--- src/rtl/line_follow_ctrl.sv ---
// line_follow_ctrl: motion controller for the line-tracking car.
//   Synchronises and debounces the three IR track sensors, runs the
//   stop/forward/turn/search/halt policy and drives both motor PWMs.
// Ports:
//   clk          system clock
//   reset        asynchronous active-low reset
//   enable       run request; 0 forces IDLE
//   left_track   raw left sensor   (0 = line under sensor)
//   mid_track    raw middle sensor (0 = line)
//   right_track  raw right sensor  (0 = line)
//   state        action code: 00 stop, 01 left, 10 right, 11 forward
//   left_pwm     left motor PWM
//   right_pwm    right motor PWM
//   lost         1 while halted after a failed search
//   line_pattern debounced {left,mid,right}
module line_follow_ctrl #(
    parameter int unsigned DEBOUNCE_CYCLES = 16,
    parameter int unsigned SEARCH_TIMEOUT  = 50_000_000,
    parameter int unsigned PWM_PERIOD      = 1024,
    parameter int unsigned FWD_DUTY        = 800,
    parameter int unsigned TURN_FAST       = 900,
    parameter int unsigned TURN_SLOW       = 300,
    parameter int unsigned SEARCH_DUTY     = 600
) (
    input  logic       clk,
    input  logic       reset,
    input  logic       enable,
    input  logic       left_track,
    input  logic       mid_track,
    input  logic       right_track,
    output logic [1:0] state,
    output logic       left_pwm,
    output logic       right_pwm,
    output logic       lost,
    output logic [2:0] line_pattern
);
    localparam int unsigned DB_W  = (DEBOUNCE_CYCLES > 2) ? $clog2(DEBOUNCE_CYCLES) : 1;
    localparam int unsigned TMR_W = (SEARCH_TIMEOUT > 2) ? $clog2(SEARCH_TIMEOUT) : 1;
    localparam int unsigned CNT_W = (PWM_PERIOD > 2) ? $clog2(PWM_PERIOD) : 1;
    localparam int unsigned DTY_W = CNT_W + 1;

    localparam logic [DB_W-1:0]  DB_LAST  = DB_W'(DEBOUNCE_CYCLES - 1);
    localparam logic [TMR_W-1:0] TMR_LAST = TMR_W'(SEARCH_TIMEOUT - 1);
    localparam logic [CNT_W-1:0] CNT_LAST = CNT_W'(PWM_PERIOD - 1);

    // Duties at or above the period saturate to PWM_PERIOD, which keeps the output constantly high.
    function automatic logic [DTY_W-1:0] sat_duty(input int unsigned d);
        return (d >= PWM_PERIOD) ? DTY_W'(PWM_PERIOD) : DTY_W'(d);
    endfunction

    localparam logic [DTY_W-1:0] D_FWD  = sat_duty(FWD_DUTY);
    localparam logic [DTY_W-1:0] D_FAST = sat_duty(TURN_FAST);
    localparam logic [DTY_W-1:0] D_SLOW = sat_duty(TURN_SLOW);
    localparam logic [DTY_W-1:0] D_SRCH = sat_duty(SEARCH_DUTY);

    typedef enum logic [2:0] {S_IDLE, S_FWD, S_TURN_L, S_TURN_R, S_SEARCH, S_HALT} fsm_e;
    typedef enum logic [2:0] {P_FWD, P_TURN_L, P_TURN_R, P_LOST, P_HOLD} dec_e;

    // ---------------- input synchroniser and debounce ----------------
    logic [2:0]      sync1_q, sync2_q, pattern_q;
    logic [DB_W-1:0] db_cnt_q;

    // sync1 != sync2 means the synced vector changes on this edge, so the
    // stability count restarts on the same edge the new value arrives.
    always_ff @(posedge clk or negedge reset) begin
        if (!reset) begin
            sync1_q   <= '1;
            sync2_q   <= '1;
            db_cnt_q  <= '0;
            pattern_q <= '1;
        end else begin
            sync1_q <= {left_track, mid_track, right_track};
            sync2_q <= sync1_q;
            if (sync1_q != sync2_q)
                db_cnt_q <= '0;
            else if (db_cnt_q != DB_LAST)
                db_cnt_q <= db_cnt_q + 1'b1;
            if (db_cnt_q == DB_LAST)
                pattern_q <= sync2_q;
        end
    end

    // ---------------- pattern decode ----------------
    dec_e dec;

    always_comb begin
        dec = P_HOLD;
        unique case (pattern_q)
            3'b101, 3'b000: dec = P_FWD;
            3'b011, 3'b001: dec = P_TURN_L;
            3'b110, 3'b100: dec = P_TURN_R;
            3'b111:         dec = P_LOST;
            default:        dec = P_HOLD;
        endcase
    end

    // ---------------- policy FSM ----------------
    fsm_e             fsm_q, fsm_d;
    logic             dir_left_q, dir_left_d;
    logic [TMR_W-1:0] timer_q, timer_d;

    always_comb begin
        fsm_d      = fsm_q;
        dir_left_d = dir_left_q;
        timer_d    = timer_q;
        if (!enable) begin
            fsm_d = S_IDLE;
        end else begin
            case (fsm_q)
                S_IDLE, S_FWD, S_TURN_L, S_TURN_R: begin
                    case (dec)
                        P_FWD:    fsm_d = S_FWD;
                        P_TURN_L: fsm_d = S_TURN_L;
                        P_TURN_R: fsm_d = S_TURN_R;
                        P_LOST: begin
                            fsm_d   = S_SEARCH;
                            timer_d = '0;
                        end
                        default: ;
                    endcase
                end
                S_SEARCH: begin
                    case (dec)
                        P_FWD:    begin fsm_d = S_FWD;    timer_d = '0; end
                        P_TURN_L: begin fsm_d = S_TURN_L; timer_d = '0; end
                        P_TURN_R: begin fsm_d = S_TURN_R; timer_d = '0; end
                        P_LOST: begin
                            if (timer_q == TMR_LAST)
                                fsm_d = S_HALT;
                            else
                                timer_d = timer_q + 1'b1;
                        end
                        // A crossing pattern keeps searching; the timer saturates.
                        default: if (timer_q != TMR_LAST) timer_d = timer_q + 1'b1;
                    endcase
                end
                S_HALT:  ;
                default: fsm_d = S_IDLE;
            endcase
        end
        if (fsm_d == S_TURN_L)
            dir_left_d = 1'b1;
        else if (fsm_d == S_TURN_R)
            dir_left_d = 1'b0;
    end

    // Action code and target duties for the state being entered.
    logic [1:0]       state_d;
    logic [DTY_W-1:0] duty_l_d, duty_r_d;

    always_comb begin
        state_d  = 2'b00;
        duty_l_d = '0;
        duty_r_d = '0;
        case (fsm_d)
            S_FWD:    begin state_d = 2'b11; duty_l_d = D_FWD;  duty_r_d = D_FWD;  end
            S_TURN_L: begin state_d = 2'b01; duty_l_d = D_SLOW; duty_r_d = D_FAST; end
            S_TURN_R: begin state_d = 2'b10; duty_l_d = D_FAST; duty_r_d = D_SLOW; end
            S_SEARCH: begin
                if (dir_left_d) begin state_d = 2'b01; duty_r_d = D_SRCH; end
                else            begin state_d = 2'b10; duty_l_d = D_SRCH; end
            end
            default: ;
        endcase
    end

    // ---------------- registered FSM, outputs and PWM ----------------
    logic [1:0]       state_q;
    logic             lost_q;
    logic [CNT_W-1:0] pwm_cnt_q;
    logic [DTY_W-1:0] duty_l_q, duty_r_q;

    always_ff @(posedge clk or negedge reset) begin
        if (!reset) begin
            fsm_q      <= S_IDLE;
            dir_left_q <= 1'b1;
            timer_q    <= '0;
            state_q    <= '0;
            lost_q     <= 1'b0;
            pwm_cnt_q  <= '0;
            duty_l_q   <= '0;
            duty_r_q   <= '0;
        end else begin
            fsm_q      <= fsm_d;
            dir_left_q <= dir_left_d;
            timer_q    <= timer_d;
            state_q    <= state_d;
            lost_q     <= (fsm_d == S_HALT);
            pwm_cnt_q  <= (pwm_cnt_q == CNT_LAST) ? '0 : pwm_cnt_q + 1'b1;
            // Stopping takes effect at once; any other change waits for the period wrap.
            if (fsm_d == S_IDLE || fsm_d == S_HALT) begin
                duty_l_q <= '0;
                duty_r_q <= '0;
            end else if (pwm_cnt_q == CNT_LAST) begin
                duty_l_q <= duty_l_d;
                duty_r_q <= duty_r_d;
            end
        end
    end

    assign state        = state_q;
    assign lost         = lost_q;
    assign line_pattern = pattern_q;
    assign left_pwm     = ({1'b0, pwm_cnt_q} < duty_l_q);
    assign right_pwm    = ({1'b0, pwm_cnt_q} < duty_r_q);

endmodule
--- config.mk ---
export PLATFORM = sky130hd
export DESIGN_NAME = line_follow_ctrl
export DESIGN_NICKNAME = d
export VERILOG_FILES = /design/src/rtl/line_follow_ctrl.sv
export SDC_FILE = /design/constraint.sdc
export NUM_CORES = 1
export LEC_CHECK = 0
export BUFFER_PORTS_ARGS = -buffer_cell sky130_fd_sc_hd__buf_2
export CORE_MARGIN = 1.5
export CORE_UTILIZATION = 40
export CTS_CLUSTER_DIAMETER = 50
export DETAILED_ROUTE_END_ITERATION = 10
export HOLD_SLACK_MARGIN = 0.12
export MAX_ROUTING_LAYER = met4
export SETUP_SLACK_MARGIN = 0.1
export SLEW_MARGIN = 40
export SYNTH_ARGS = -nofsm -noshare
export SYNTH_HDL_FRONTEND = slang
export SYNTH_SLANG_ARGS = --single-unit
--- constraint.sdc ---
create_clock -name clk -period 3.1 [get_ports clk]
set_clock_uncertainty 0.2 [all_clocks]
set_input_delay 0.31 -clock clk [delete_from_list [all_inputs] [get_ports clk]]
set_output_delay 0.31 -clock clk [all_outputs]
set_load 0.01 [all_outputs]
==> reports/results.ini, run 1 <==
[worst_setup_path]
cp-start-kind = flip-flop
r2r_slack_ns = 0.26
crit_path_start = line_pattern[0]
timing.rr.end = duty_r_q[9]
endpoint = duty_r_q[9]
crit_fanout = 10
r2r-start = line_pattern[0]
end_kind = flip-flop
rr_worst_depth = 10
path_class = reg2reg
required_ns = 3.18
worstPathArrival_ns = 2.92

[floorplan]
die_w_um = 100
die_h_um = 100
fp.dieArea_mm2 = 0.0101
ioPinCount = 14
core_mm2 = 0.00924
initial_core_util = 0.411
rows = 35

[route]
drt_pass1_iterations = 4
top_layer = met4
viasPerCell = 5.37
drt-met1-wl_um = 4030
drtIter0Drc = 89
drcViolationCount = 0
ant_nets = 0
met3_length_um = 270
post_drt_wl_per_cell_um = 14.6
postRouteWirelength_um = 8240
wl_met2_um = 3860
via_count = 3029

[sta]
relSlewSlack = 0.670
fmax_mhz = 352
timing.final.crit_share = 0.917
setup_violations = 0
worst_slew_pin_slew_ns = 0.493
setup_tns_ns = 0
final_max_slew_viol_count = 0
rsz0062_at_grt = false
layout_min_cycle_time_ns = 2.84
hold_viol_final = 0
fin_hold_ws_ns = 0.163

[run_status]
run_status = finished, final reports clean

[yosys]
synth_edf_count = 0
ys_ff_latch = 68
synth_ff_type = dfrtp_1
ys_async_sr_fraction = 1.00
ys_warn_count = 0
synth_cells = 398
synth.distinct_cells = 57
yosysSeqAreaShare = 0.452
syn_area_per_cell_um2 = 9.53
syn-cell-area_mm2 = 0.00379
synth_nets = 422

[cts]
clk_pin_slew_ns = 0.09
cts_sinks = 68
clk_latency_ns = 0.34
root_buffer = clkbuf_8
clockBufferDepth = 2
htree_levels = 3
cts_tree = done
numCtsBuffers = 9

[power]
peakVddDrop_uv = 230
p_sw_mw = 0.395
powerDensity_mw_per_mm2 = 383
clock_power_share = 0.434
pwr-share-seq = 0.537
switching_share = 0.235
p_int_mw = 1.29
leakagePower_nw = 1.86
pwr-share-comb = 0.029

[cells_and_area]
num-fill-cells = 851
area_growth_pct = 15.6
layout_commonest_cell = dfrtp_1
final_cell_mix = dfrtp_1 (58), nor2_1 (42), nand2_1 (28), o21ai_0 (25), inv_1 (20)
final_area_mm2 = 0.00439
layout-drive-gt1-share = 0.182
layout.nets = 454
n_antenna_cell = 0

[global_route]
overflow = 0
grt_usage = 0.181
antenna_found_initial = 0
grt_max_degree = 37
grt_pass1_vias = 2938
grt_pass1_wl_um = 14000

[min_path]
hold_class = reg2reg

[place]
hpwl_um = 5630
globalplace.congestion = 0.905
placed_cell_area_mm2 = 0.00404
port_buffers = 13

[run]
cap_viol_max_count = 0

==> worst min-delay path by stage <==
stage                           from           to  slack [ns]  depth (start not counted)
after detailed placement  sync1_q[0]   sync2_q[0]        0.17                          0
after CTS                 sync1_q[0]   sync2_q[0]        0.17                          0
after global placement    sync1_q[0]   sync2_q[0]        0.16                          0
after floorplan                reset  db_cnt_q[0]       -0.19                          0
after global routing      sync1_q[0]   sync2_q[0]        0.17                          0
final                     sync1_q[0]   sync2_q[0]        0.16                          0
==> cells by family after synthesis <==
kind of cell | Yosys count | share of synthesized area
adders and majority gates | 18 | 0.0593
xor gates and xnor gates | 21 | 0.0485
buffers and inverters | 34 | 0.0382
muxes | 6 | 0.0204
AOI/OAI and AO/OA | 93 | 0.171
DFF | 68 | 0.452
and+or+nand+nor | 158 | 0.211
==> through the flow <==
step / power, mW / instances / setup WS (ns) / util
final: 1.68 / 564 / 0.259 / 0.475
after global routing: 1.74 / 564 / 0.116 / 0.475
after CTS: 1.70 / 557 / 0.102 / 0.464
after detailed placement: 0.966 / 536 / 0.124 / 0.437
after global placement: 0.965 / 536 / 0.186 / 0.437
after floorplan: 0.935 / 398 / 0.151 / -
==> per-layer routing <==
metal / GRT usage / vias up
met5: - / -
li1: - / 1496
met3: 0.0376 / 8
met4: 0.0607 / 0
met2: 0.280 / 45
met1: 0.237 / 1480
==> cell type report <==
type / instances / area (um^2) / share of cell area
clock buffer: 10 / 128 / 0.0291
multi-input combinational: 296 / 1980 / 0.450
tap: 129 / 161 / 0.0368
timing repair buffer: 35 / 268 / 0.0610
sequential: 68 / 1710 / 0.391
clock inverter: 6 / 65.1 / 0.0148
inverter: 20 / 75.1 / 0.0171
==> critical path, cell delays in order (launching register included) <==
cell and delay [ns]:
dfstp_2 0.64, inv_1 0.07, ha_1 0.26, nor2_4 0.20
a21oi_1 0.13, nor4b_4 0.25, buf_4 0.18, o211a_2 0.27
nor2_1 0.08, a211oi_2 0.31, a22o_1 0.19
==> flip-flops by register name, indices dropped and copies added, names as in the netlist <==
signal,flops
db_cnt_q,4
dir_left_q,1
duty_l_q,7
duty_r_q,5
fsm_q,3
line_pattern,3
lost,1
pwm_cnt_q,10
state,2
sync1_q,3
sync2_q,3
timer_q,26
==> Yosys cell counts (all sizes together) (4+ instances only) <==
cell type / count / area share
and2: 6 / 0.0099
nand3: 18 / 0.024
nand2: 28 / 0.028
clkbuf: 9 / 0.0089
nor4: 6 / 0.0099
o31ai: 11 / 0.022
nor2: 45 / 0.047
a21oi: 18 / 0.024
mux2: 4 / 0.012
and3: 4 / 0.0066
o21ai: 28 / 0.037
ha: 18 / 0.059
a22o: 4 / 0.0092
xnor2: 17 / 0.039
buf: 5 / 0.0096
or3: 4 / 0.0066
a21o: 7 / 0.014
dfstp: 10 / 0.069
inv: 20 / 0.020
nand4: 8 / 0.013
nor3: 19 / 0.025
xor2: 4 / 0.0092
nor2b: 5 / 0.0082
nand2b: 4 / 0.0066
and4: 4 / 0.0092
dfrtp: 58 / 0.38
==> power by group through the flow <==
stage / logic [mW] / clock network [mW] / registers [mW]
floorplan: 0.0154 / 0 / 0.919
global placement: 0.0452 / 0 / 0.920
detailed placement: 0.0459 / 0 / 0.920
CTS: 0.0510 / 0.749 / 0.903
global route: 0.0557 / 0.785 / 0.904
finish: 0.0489 / 0.730 / 0.903
==> what timing repair did <==
action,CTS,global route
setup buffers,1,7
pin swaps,1,3
gates resized for setup,1,7
hold buffers,4,0
endpoints found under the hold margin,35,0
endpoints found under the setup margin,4,30
Power figures use the tool's default switching activity.
==> run 2, diff against run 1 <==
ABC_AREA = 1   (was not set)
CTS_CLUSTER_SIZE = 20   (was not set)
==> reports/results.ini, run 2 <==
[yosys]
syn-cell-area_mm2 = 0.00410
synth.distinct_cells = 35
synth_common_cells = nand2_1 (121), inv_1 (65), dfrtp_1 (58), nor2_1 (55), nand3_1 (36)
ys_async_sr_fraction = 1.00
yosys.cell_count.top_type = nand2_1
yosysTopAreaCellShare = 0.354
synth_cells = 522
synth_nets = 546
syn_area_per_cell_um2 = 7.85
ys_warn_count = 0
yosysSeqAreaShare = 0.418
synth_top_area_cell = dfrtp_1
synth_ff_type = dfrtp_1
synth_area_leaders = dfrtp_1 (35%), nand2_1 (11%), dfstp_2 (6.4%)
synth_edf_count = 0
ys_ff_latch = 68

[place]
port_buffers = 13
hpwl_um = 6670
globalplace.congestion = 0.884

[cts]
cts_tree = done
clk_latency_ns = 0.36
clockBufferDepth = 2
clk_pin_slew_ns = 0.08
root_buffer = clkbuf_8
numCtsBuffers = 9
htree_levels = 3
cts_sinks = 68

[floorplan]
initial_core_util = 0.415
core_mm2 = 0.00986
fp.dieArea_mm2 = 0.0109
die_w_um = 104
die_h_um = 104
rows = 36
ioPinCount = 14

[power]
leakagePower_nw = 2.15
powerDensity_mw_per_mm2 = 381
peakVddDrop_uv = 283

[worst_setup_path]
crit_chain = inv_2 -> ha_1 -> inv_1 -> nand3_2 -> nor2_1 -> nand3_1 -> a21oi_4 -> inv_2 -> nand4_4 -> nand3_4 -> nand2_1 -> o21ai_2
required_ns = 3.15
rr_worst_depth = 12
crit_path_max_incr_delay_ns = 0.59
crit_path_start = line_pattern[2]
cp_slowest_cell = dfstp_2
end_kind = flip-flop
worstPathArrival_ns = 2.66
crit_fanout = 18
cp-start-kind = flip-flop
r2r-start = line_pattern[2]
crit_top_cell = inv_2
r2r_slack_ns = 0.49
timing.rr.end = duty_l_q[2]
path_class = reg2reg

[sta]
final_max_slew_viol_count = 0
layout_min_cycle_time_ns = 2.61
relSlewSlack = 0.587
setup_violations = 0
timing.final.crit_share = 0.843
rsz0062_at_grt = false
worst_slew_pin_slew_ns = 0.619
hold_viol_final = 0
fmax_mhz = 383
setup_tns_ns = 0

[route]
via_count = 3357
drtIter0Drc = 211
drcViolationCount = 0
post_drt_wl_per_cell_um = 12.9
viasPerCell = 4.89
postRouteWirelength_um = 8840
ant_nets = 0
drt_pass1_iterations = 5

[global_route]
grt_pass1_wl_um = 15600
antenna_found_initial = 0
overflow = 0
grt_pass1_vias = 3256
grt_max_degree = 69
grt_usage = 0.185

[cells_and_area]
largest_reg_flops = 26
num-fill-cells = 978
area_growth_pct = 12.0
layout.nets = 573
layout-drive-gt1-share = 0.130
layout_commonest_cell = nand2_1
regMostFlops = timer_q
final_cell_mix = nand2_1 (121), inv_1 (65), dfrtp_1 (58), nor2_1 (55), nand3_1 (36)
fin_util = 0.465
largest_registers = timer_q x26, pwm_cnt_q x10, duty_l_q x7
n_antenna_cell = 0

[min_path]
hold_class = reg2reg
min_from = sync1_q[1]
holdPathStages = 0
worstHoldEndpoint = sync2_q[1]

[run]
cap_viol_max_count = 0

[run_status]
run_status = finished, final reports clean

## run 2: cell count changes in the layout (fill, tap and decap cells not counted), moves of 6 or more
cell     delta
and2_1      -6
buf_4      -13
inv_1      +45
inv_2       +9
nand2_1    +93
nand3_1    +18
nand4_1     +6
nor2_1     +13
o31ai_1    -11
xnor2_1     -8
xor2_1     +18
## run 2: stage by stage
stage | worst slack [ns] | std cells | hold slack (ns) | cell area (um^2) | total power, mW
2_1_floorplan | 0.682 | 522 | -0.186 | 4100 | 0.967
3_3_place_gp | 0.539 | 666 | 0.164 | 4330 | 1.00
3_5_place_dp | 0.481 | 666 | 0.166 | 4340 | 1.00
4_1_cts | 0.468 | 687 | 0.177 | 4590 | 1.78
5_1_grt | 0.199 | 687 | 0.180 | 4590 | 1.83
6_report | 0.486 | 687 | 0.173 | 4590 | 1.75
## run 2: where the power goes
part	internal [mW]	switching (mW)
Sequential	0.903	0.00793
Combinational	0.0288	0.0499
Clock	0.416	0.344
Total	1.35	0.402
## run 2: how the worst max path moves through the flow
stage	endpoint	cells after the start	slack, ns
3_5_place_dp	timer_q[6]	13	0.48
5_1_grt	duty_r_q[5]	12	0.20
2_1_floorplan	duty_l_q[3]	13	0.68
3_3_place_gp	duty_l_q[8]	12	0.54
4_1_cts	duty_l_q[8]	12	0.47
6_report	duty_l_q[2]	12	0.49
## run 2: worst max-delay path, delay by kind of cell, from the launching register on
| kind | cells | cell delay, ns |
|---|---|---|
| buffers and inverters | 3 | 0.33 |
| adder cells (fa/ha/maj) | 1 | 0.19 |
| AO/OA/AOI/OAI | 2 | 0.26 |
| AND/OR/NAND/NOR | 6 | 0.95 |
| flip-flops | 1 | 0.59 |
## run 2: cell families (layout without fill, tap and decap cells)
group,after synthesis,in the layout,synth area share
mux,1,1,0.00244
simple gates,269,269,0.304
buf+inv,81,113,0.0763
flops,68,68,0.418
compound gates,54,54,0.0773
fa+ha+maj,18,18,0.0550
xor+xnor,31,31,0.0663
## run 2: layout make-up
cell class / count / area [um^2] / area share
Inverter: 74 / 278 / 0.0605
Multi-Input combinational cell: 373 / 2070 / 0.451
Tap cell: 133 / 166 / 0.0363
Sequential cell: 68 / 1710 / 0.373
Clock buffer: 13 / 159 / 0.0346
Timing Repair Buffer: 23 / 156 / 0.0341
Clock inverter: 3 / 45.0 / 0.00981
## run 2: layer usage
| metal | track usage | routed length [um] | up-vias |
|---|---|---|---|
| li1 | - | - | 1742 |
| met1 | 0.247 | 4450 | 1542 |
| met2 | 0.277 | 3900 | 62 |
| met3 | 0.0482 | 385 | 11 |
| met4 | 0.0546 | 114 | 0 |
| met5 | - | 0 | - |
## run 2: repair_timing
item | CTS | global route
setup buffers | 0 | 0
gates resized for setup | 0 | 0
hold buffers | 5 | 0
endpoints found under the setup margin | 0 | 0
endpoints found under the hold margin | 63 | 0
==> run 3, diff against run 2 <==
clock period = 2.2 ns   (was 3.1 ns; I/O delays follow)
==> reports/results.ini, run 3 (same netlist as run 2, synthesis figures left out) <==
[worst_setup_path]
required_ns = 1.78
crit_fanout = 3
end_kind = primary output
cp-start-kind = flip-flop
worstPathArrival_ns = 1.92
path_class = reg2out

[power]
switching_share = 0.237
powerDensity_mw_per_mm2 = 397
p_sw_mw = 0.574
leakagePower_nw = 2.84
peakVddDrop_uv = 326
clock_power_share = 0.414
pwr-share-comb = 0.055
pwr-share-seq = 0.531
p_int_mw = 1.84

[sta]
worst_slew_pin_slew_ns = 0.605
layout_min_cycle_time_ns = 2.34
timing.final.crit_share = 1.06
hold_viol_final = 0
relSlewSlack = 0.597
setup_tns_ns = -1.57
fmax_mhz = 427
rsz0062_at_grt = true
final_max_slew_viol_count = 0
setup_violations = 24
setup_ws_ns = -0.140
fin_hold_ws_ns = 0.146

[cells_and_area]
layout-drive-gt1-share = 0.425
final_area_mm2 = 0.00609
largest_reg_flops = 26
largest_registers = timer_q x26, pwm_cnt_q x10, duty_l_q x7
final_cell_mix = nand2_1 (88), buf_4 (71), dfrtp_1 (56), inv_1 (52), nor2_1 (42)
regMostFlops = timer_q
layout.cells.non_filler = 784
layout.nets = 670
layout_commonest_cell = nand2_1
n_antenna_cell = 0
area_growth_pct = 48.7

[global_route]
antenna_found_initial = 0
grt_pass1_vias = 3863
grt_max_degree = 44
overflow = 0
grt_pass1_wl_um = 18800
grt_usage = 0.223

[floorplan]
die_h_um = 104
core_mm2 = 0.00986
rows = 36
fp.dieArea_mm2 = 0.0109
die_w_um = 104
initial_core_util = 0.415
ioPinCount = 14

[run_status]
violations = negative setup slack
run_status = complete, but fails checks

[route]
postRouteWirelength_um = 11700
drtIter0Drc = 289
post_drt_wl_per_cell_um = 14.9
drt_pass1_iterations = 5
via_count = 4012
ant_nets = 0
viasPerCell = 5.12
drcViolationCount = 0

[cts]
htree_levels = 3
clk_pin_slew_ns = 0.08
cts_sinks = 68
clockBufferDepth = 2
numCtsBuffers = 9
cts_tree = done
clk_latency_ns = 0.36
root_buffer = clkbuf_8

[place]
place_inst = 728
placed_cell_area_mm2 = 0.00487
hpwl_um = 7480
port_buffers = 13
globalplace.congestion = 0.971

[min_path]
hold_class = in2reg

[run]
cap_viol_max_count = 0

## run 3: changes by cell type in the layout (fill, tap and decap cells not counted), sizes merged
cell	change
buf	+93
inv	-1
clkinv	+5
clkinvlp	-2
clkbuf	-1
nand2	+1
dlygate4sd3	-1
nand3	+3
## run 3: worst paths after layout
check	from	endpoint	slack (ns)	depth (start not counted)
worst max-delay path	pwm_cnt_q[3]	left_pwm	-0.14	9
worst min register to register	sync1_q[0]	sync2_q[0]	0.17	0
min in group asynchronous	reset	timer_q[16]	0.20	2
max in group asynchronous	reset	dir_left_q	0.89	3
worst min-delay path	enable	lost	0.15	4
worst max register to register	line_pattern[2]	duty_l_q[9]	-0.12	16
## run 3: power groups by stage
stage | registers [mW] | logic [mW] | clock network (mW)
2_1_floorplan | 1.31 | 0.0579 | 0
3_3_place_gp | 1.31 | 0.113 | 0
3_5_place_dp | 1.31 | 0.115 | 0
4_1_cts | 1.28 | 0.133 | 1.02
5_1_grt | 1.29 | 0.152 | 1.07
6_report | 1.28 | 0.134 | 1.00
## run 3: repair_timing
action                                  in CTS  in global routing
pin swaps                                   40                 45
cloned                                       6                  1
gates resized for setup                    110                 85
hold buffers                                 4                  0
endpoints found under the hold margin       28                  0
buffers inserted                            24                 10
endpoints found under the setup margin      46                 50
## run 3: critical path, cell delays in order, from the launching register on
cell and delay [ns]:
dfrtp_2 0.46, ha_4 0.22, a21o_1 0.18, a21oi_2 0.12, o21ai_1 0.07, a21o_1 0.16
nand2_1 0.05, nand2_1 0.05, a21oi_1 0.10, buf_2 0.14
## run 3: stage by stage
stage	power, mW	utilization	setup WS (ns)
6_report	2.42	0.618	-0.140
5_1_grt	2.51	0.618	-0.275
3_5_place_dp	1.42	0.493	-0.143
3_3_place_gp	1.42	0.493	-0.0671
4_1_cts	2.44	0.582	-0.193
2_1_floorplan	1.36	-	-0.0863
## run 3: layout make-up
cell class                      count  area (um^2)
Multi-Input combinational cell    377         2680
Tap cell                          133          166
Timing Repair Buffer              116         1030
Sequential cell                    68         1720
Inverter                           74          313
Fill cell                         796         3770
Clock buffer                       11          131
Clock inverter                      5         53.8
## run 3: metal layers
metal / GRT usage / vias up / wire length, um
met5: - / - / 0
met4: 0.0575 / 0 / 181
met3: 0.0351 / 21 / 609
met2: 0.346 / 115 / 5590
met1: 0.306 / 1924 / 5300
li1: - / 1952 / -
